File: src/rtl/arbitro_mux_dois_pkg.sv
// Shared definitions for the two-requester round-robin mux arbiter.
package arbitro_mux_dois_pkg;

    localparam int unsigned LARGURA_PADRAO    = 8;
    localparam int unsigned MAX_RAJADA_PADRAO = 4;

    typedef enum logic [1:0] {
        OCIOSO = 2'd0,
        POSSE0 = 2'd1,
        POSSE1 = 2'd2
    } estado_t;

    function automatic logic [1:0] decodifica_concede(input estado_t e);
        return {e == POSSE1, e == POSSE0};
    endfunction

endpackage

File: src/rtl/MultiplexadorDois.sv
// 2:1 datapath multiplexer: selecao=0 picks entrada1, selecao=1 picks entrada2.
module MultiplexadorDois #(
    parameter int unsigned LARGURA = 8
) (
    input  logic [LARGURA-1:0] entrada1,
    input  logic [LARGURA-1:0] entrada2,
    input  logic               selecao,
    output logic [LARGURA-1:0] saida
);

    assign saida = selecao ? entrada2 : entrada1;

endmodule

File: src/rtl/arbitro_mux_dois_contador.sv
// Burst counter: clear has priority, counts enabled cycles, saturates at MAX_RAJADA-1.
module contador_rajada #(
    parameter int unsigned MAX_RAJADA = 4
) (
    input  logic clock,
    input  logic reset_n,
    input  logic limpa,
    input  logic habilita,
    output logic limite
);

    localparam int unsigned CW = $clog2(MAX_RAJADA) + 1;
    localparam logic [CW-1:0] TETO = CW'(MAX_RAJADA - 1);

    logic [CW-1:0] contagem;

    // MAX_RAJADA=0 means unlimited bursts, so the limit flag never rises.
    assign limite = (MAX_RAJADA > 0) && (contagem == TETO);

    always_ff @(posedge clock or negedge reset_n) begin
        if (!reset_n) begin
            contagem <= '0;
        end else if (limpa) begin
            contagem <= '0;
        end else if (habilita && !limite) begin
            contagem <= contagem + 1'b1;
        end
    end

endmodule

File: src/rtl/arbitro_mux_dois.sv
// Round-robin arbiter sharing the 2:1 datapath mux between two requesters,
// with bounded bursts and a registered output word.
module arbitro_mux_dois
    import arbitro_mux_dois_pkg::*;
#(
    parameter int unsigned LARGURA    = LARGURA_PADRAO,
    parameter int unsigned MAX_RAJADA = MAX_RAJADA_PADRAO
) (
    input  logic               clock,
    input  logic               reset_n,
    input  logic               req0,
    input  logic               req1,
    input  logic [LARGURA-1:0] entrada1,
    input  logic [LARGURA-1:0] entrada2,
    output logic [1:0]         concede,
    output logic               selecao,
    output logic [LARGURA-1:0] saida,
    output logic               valido
);

    estado_t            estado, prox;
    logic               ultimo;
    logic               transfere;
    logic               limite;
    logic               limpa;
    logic [LARGURA-1:0] dado_sel;

    MultiplexadorDois #(.LARGURA(LARGURA)) u_mux (
        .entrada1 (entrada1),
        .entrada2 (entrada2),
        .selecao  (selecao),
        .saida    (dado_sel)
    );

    contador_rajada #(.MAX_RAJADA(MAX_RAJADA)) u_contador (
        .clock    (clock),
        .reset_n  (reset_n),
        .limpa    (limpa),
        .habilita (transfere),
        .limite   (limite)
    );

    always_comb begin
        prox      = estado;
        transfere = 1'b0;
        case (estado)
            OCIOSO: begin
                if (req0 && req1)  prox = ultimo ? POSSE0 : POSSE1;
                else if (req0)     prox = POSSE0;
                else if (req1)     prox = POSSE1;
            end
            POSSE0: begin
                if (!req0) begin
                    prox = req1 ? POSSE1 : OCIOSO;
                end else begin
                    transfere = 1'b1;
                    if (limite && req1) prox = POSSE1;
                end
            end
            POSSE1: begin
                if (!req1) begin
                    prox = req0 ? POSSE0 : OCIOSO;
                end else begin
                    transfere = 1'b1;
                    if (limite && req0) prox = POSSE0;
                end
            end
            default: prox = OCIOSO;
        endcase
        limpa = (prox != estado);
    end

    // concede/selecao are registered from the next state so they track estado exactly.
    always_ff @(posedge clock or negedge reset_n) begin
        if (!reset_n) begin
            estado  <= OCIOSO;
            concede <= '0;
            selecao <= 1'b0;
            saida   <= '0;
            valido  <= 1'b0;
            ultimo  <= 1'b1;
        end else begin
            estado  <= prox;
            concede <= decodifica_concede(prox);
            if (prox == POSSE0)      selecao <= 1'b0;
            else if (prox == POSSE1) selecao <= 1'b1;
            valido <= transfere;
            if (transfere) saida <= dado_sel;
            if (estado == POSSE0 && prox != POSSE0) ultimo <= 1'b0;
            if (estado == POSSE1 && prox != POSSE1) ultimo <= 1'b1;
        end
    end

endmodule

File: config.mk
export PLATFORM = sky130hd
export DESIGN_NAME = arbitro_mux_dois
export DESIGN_NICKNAME = d
export VERILOG_FILES = /design/src/rtl/arbitro_mux_dois_pkg.sv /design/src/rtl/MultiplexadorDois.sv /design/src/rtl/arbitro_mux_dois_contador.sv /design/src/rtl/arbitro_mux_dois.sv
export SDC_FILE = /design/constraint.sdc
export NUM_CORES = 1
export LEC_CHECK = 0
export ABC_AREA = 1
export BUFFER_PORTS_ARGS = -buffer_cell sky130_fd_sc_hd__buf_4
export CAP_MARGIN = 20
export CELL_PAD_IN_SITES_DETAIL_PLACEMENT = 0
export CELL_PAD_IN_SITES_GLOBAL_PLACEMENT = 1
export CORE_UTILIZATION = 38
export CTS_BUF_LIST = sky130_fd_sc_hd__clkbuf_8 sky130_fd_sc_hd__clkbuf_16
export DETAILED_ROUTE_END_ITERATION = 8
export PLACE_DENSITY = 0.89
export SLEW_MARGIN = 20
export SYNTH_ARGS = -nofsm -noshare
export SYNTH_HDL_FRONTEND = slang
export SYNTH_HIERARCHICAL = 1
export SYNTH_SLANG_ARGS = --single-unit
File: constraint.sdc
create_clock -name clock -period 2.6 [get_ports clock]
set_input_delay 0.78 -clock clock [delete_from_list [all_inputs] [get_ports clock]]
set_output_delay 0.78 -clock clock [all_outputs]
set_load 0.03 [all_outputs]
==> results summary <==
The fraction of final layout cells with drive strength greater than 1 is 30.6%. The iteration count of the initial detailed-routing pass came out at 4. Adding up every negative setup slack in the final design gives 0 ps. The critical path buffer and inverter count is 1. The number of synthesized register bits is 18. The relative max-transition margin is 75.5%. The most used flip-flop cell after synthesis is dfrtp_1. The number of resized instances in the post-cts repair step came out at 0. The effective utilization at floorplan is 41.4%. The total count of max-transition violations in the final report is 0. Global routing used 16.0% of the available tracks. The signal on the critical path passes through ha_1 -> ha_1 -> nand2_1 -> nand3_1 -> nand2_1 -> nand3_2 -> nand2_2 -> inv_1 -> ha_1 -> o21ai_0 -> o21ai_0. The detailed-route DRC error count came out at 0.

The clock buffer count from CTS is 3. At the later pin of the worst-skew pair, clock insertion delay measures 250 ps. The aggregate routed wire length is 2.11 mm. Counting instances in the post-synthesis netlist gives the leading cell types as nand2_1, dfrtp_1, inv_1, nand3_1, ha_1.

The cell depth of the worst flop-to-flop path is 11. The die height came out at 54.9 µm. The synthesized area per cell came out at 7.75 µm². The via total after detailed routing came out at 941.

The number of synthesis warnings came out at 6. The synthesized area came out at 0.00106 mm². Once detail routing completed, the nets flagged for antenna violations numbered 0. The setup slack of the critical path after layout is 675 ps.

The run finished with clean final reports. The x dimension of the die came out at 54.9 µm. The final-report setup violation count is 0. The largest driver fanout on the critical path came out at 4. The required time of the critical path is 2770 ps. The critical setup path kind is reg -> reg. The first routing iteration left 23 violations.

The post-layout minimum cycle time came out at 1920 ps. The synthesized netlist contains 19 unique library cells. At the end of routability-driven placement, the weighted congestion stood at 0.808. The global-route congestion overflow total came out at 0. The share of synthesized area occupied by flip-flops and latches is 42.5%. The number of port buffers came out at 31. The net count after synthesis came out at 165. The maximum clock frequency came out at 520 MHz.

nand2_1 is the most common cell in the netlist. The family with the most delay on the worst path is adder cells. After legalization and detailed placement, the total HPWL measured 1.69 mm. The routed wire length per instance came out at 10.5 µm. The worst setup path is launched from a register. In this run the standard cell core region covers 0.00257 mm². The initial antenna violation count came out at 0. Tracing the worst setup path back leads to its startpoint at u_contador/contagem[0]. The die covers 0.00301 mm².

Setup repair after global routing left no endpoint under its margin. The delay of the slowest cell on the worst path is 400 ps. The path type of the worst min-delay path is in -> async. The total inserted antenna cells is 0.

The number of endpoints with negative hold slack in the final report is 0. The share of flip-flops with an asynchronous set or reset is 100%. Across the VDD grid, the largest voltage drop is 585 µV. The final clock period utilization by the worst path is 74.0%. The cell that appears most often on the critical path is ha_1. Sorting the synthesized cells by area gives the leading types as dfrtp_1, nand2_1, ha_1. After the last flow step, the layout net total stands at 199. After clock tree synthesis, the flow added hold-fix buffers numbering 0. The longest clock path from root to sink contains 2 buffers. The cell count after synthesis came out at 137. The number of max-cap violations is 0. Once layout is complete, the cells apart from fillers number 200. The first global-routing pass estimated 3.40 mm of wire. The final setup skew came out at 1.73 ps. The post-CTS clock slew at the launch and capture registers of the worst setup and hold paths came out at 70 ps. The critical path data arrival time is 2090 ps. The TritonCTS clock tree is done. In this run the critical register-to-register path is launched from u_contador/contagem[0].

The area growth from synthesis to layout is 28.5%. The worst-margin pin slew is 367 ps. The top cell type's share of synthesized area came out at 40.0%. The number of primary I/O pins is 32. The H-tree depth is 1. The number of placement rows is 18. The critical path runs through a total of 11 cells. Yosys mapped a number of flops with a built-in enable equal to 0.

The master cell of the clock root buffer is clkbuf_8. Summed over all cells, the static leakage comes to 0.000796 µW. The number of global-route vias before repair came out at 803. At the placement stage, the worst setup path has a slack of 591 ps. The number of post-CTS setup repair buffers is 0. The slowest library cell on the worst path is dfrtp_1.

The CTS sink count came out at 18. The detailed-route vias per instance came out at 4.71. For this design the ratio of total power to cell area is 1130 mW/mm². dfrtp_1 takes more of the synthesized area than any other cell. The cell count after placement is 196. The maximum number of pins on one net before global-route repair is 19.

The element type at the critical path end is a register.
[worst paths after layout]
kind / to / slack (ps)
max reg2reg: ultimo / 680
min in group clock: saida[2] / 490
min: valido / 380
min reg2reg: saida[2] / 490
max in group asynchronous: ultimo / 1960
max: ultimo / 680
[logic make-up (layout without fill, tap and decap cells)]
group / after synthesis / after routing / share of synthesized area (%)
compound gates: 5 / 5 / 2.83
fa+ha+maj: 8 / 8 / 9.42
buf+inv: 18 / 51 / 7.89
flops: 18 / 18 / 42.5
simple gates: 88 / 88 / 37.3
[report_power, final]
group          leakage, µW  total, µW  internal [µW]  switching (µW)
combinational     0.000537        831            301             530
sequential        0.000231        483            394            89.6
clock            0.0000288        221            134            87.1
[placed cells by master (no fill, tap or decap), drive strengths merged]
cell	instances
a22o	1
buf	31
clkbuf	4
clkinv	1
dfrtp	17
dfstp	1
ha	8
inv	15
nand2	67
nand3	13
nand4	2
nor2	6
o21ai	4
[per-stage QoR]
stage	instance area [µm²]	power (µW)	hold slack (ps)	utilization, %
finish	1370	1540	383	53.2
global route	1370	1680	395	53.2
CTS	1370	1550	393	53.2
detailed placement	1310	1330	471	51.0
global placement	1310	1320	465	51.0
floorplan	1060	1090	472	-
[registers in the layout (all words and copies together) (netlist names)]
name,cells
saida,8
valido,1
u_contador/contagem,3
concede,2
selecao,1
estado,2
ultimo,1
[routing by layer]
layer	vias to the layer above	routed length [µm]	GRT usage, %
met5	-	0	0
met2	27	998	25.5
met4	0	17	6.41
met3	2	101	3.06
met1	425	987	21.2
li1	487	-	-
[worst reg2reg max path: stages (launching register included)]
cell     delay [ps]
dfrtp_1         400
ha_1            210
ha_1            250
nand2_1         110
nand3_1          70
nand2_1          80
nand3_2          80
nand2_2         100
inv_1            60
ha_1            220
o21ai_0         180
o21ai_0         100
[area by class of cell]
| class | count | area, µm² |
|---|---|---|
| clock buffers | 4 | 55.1 |
| fillers | 256 | 1200 |
| inverters | 16 | 61.3 |
| multi-input cells | 101 | 527 |
| flip-flops and latches | 18 | 452 |
| well taps | 30 | 37.5 |
| repair buffers | 31 | 233 |
Note: power is estimated with default switching activity, not from simulation.
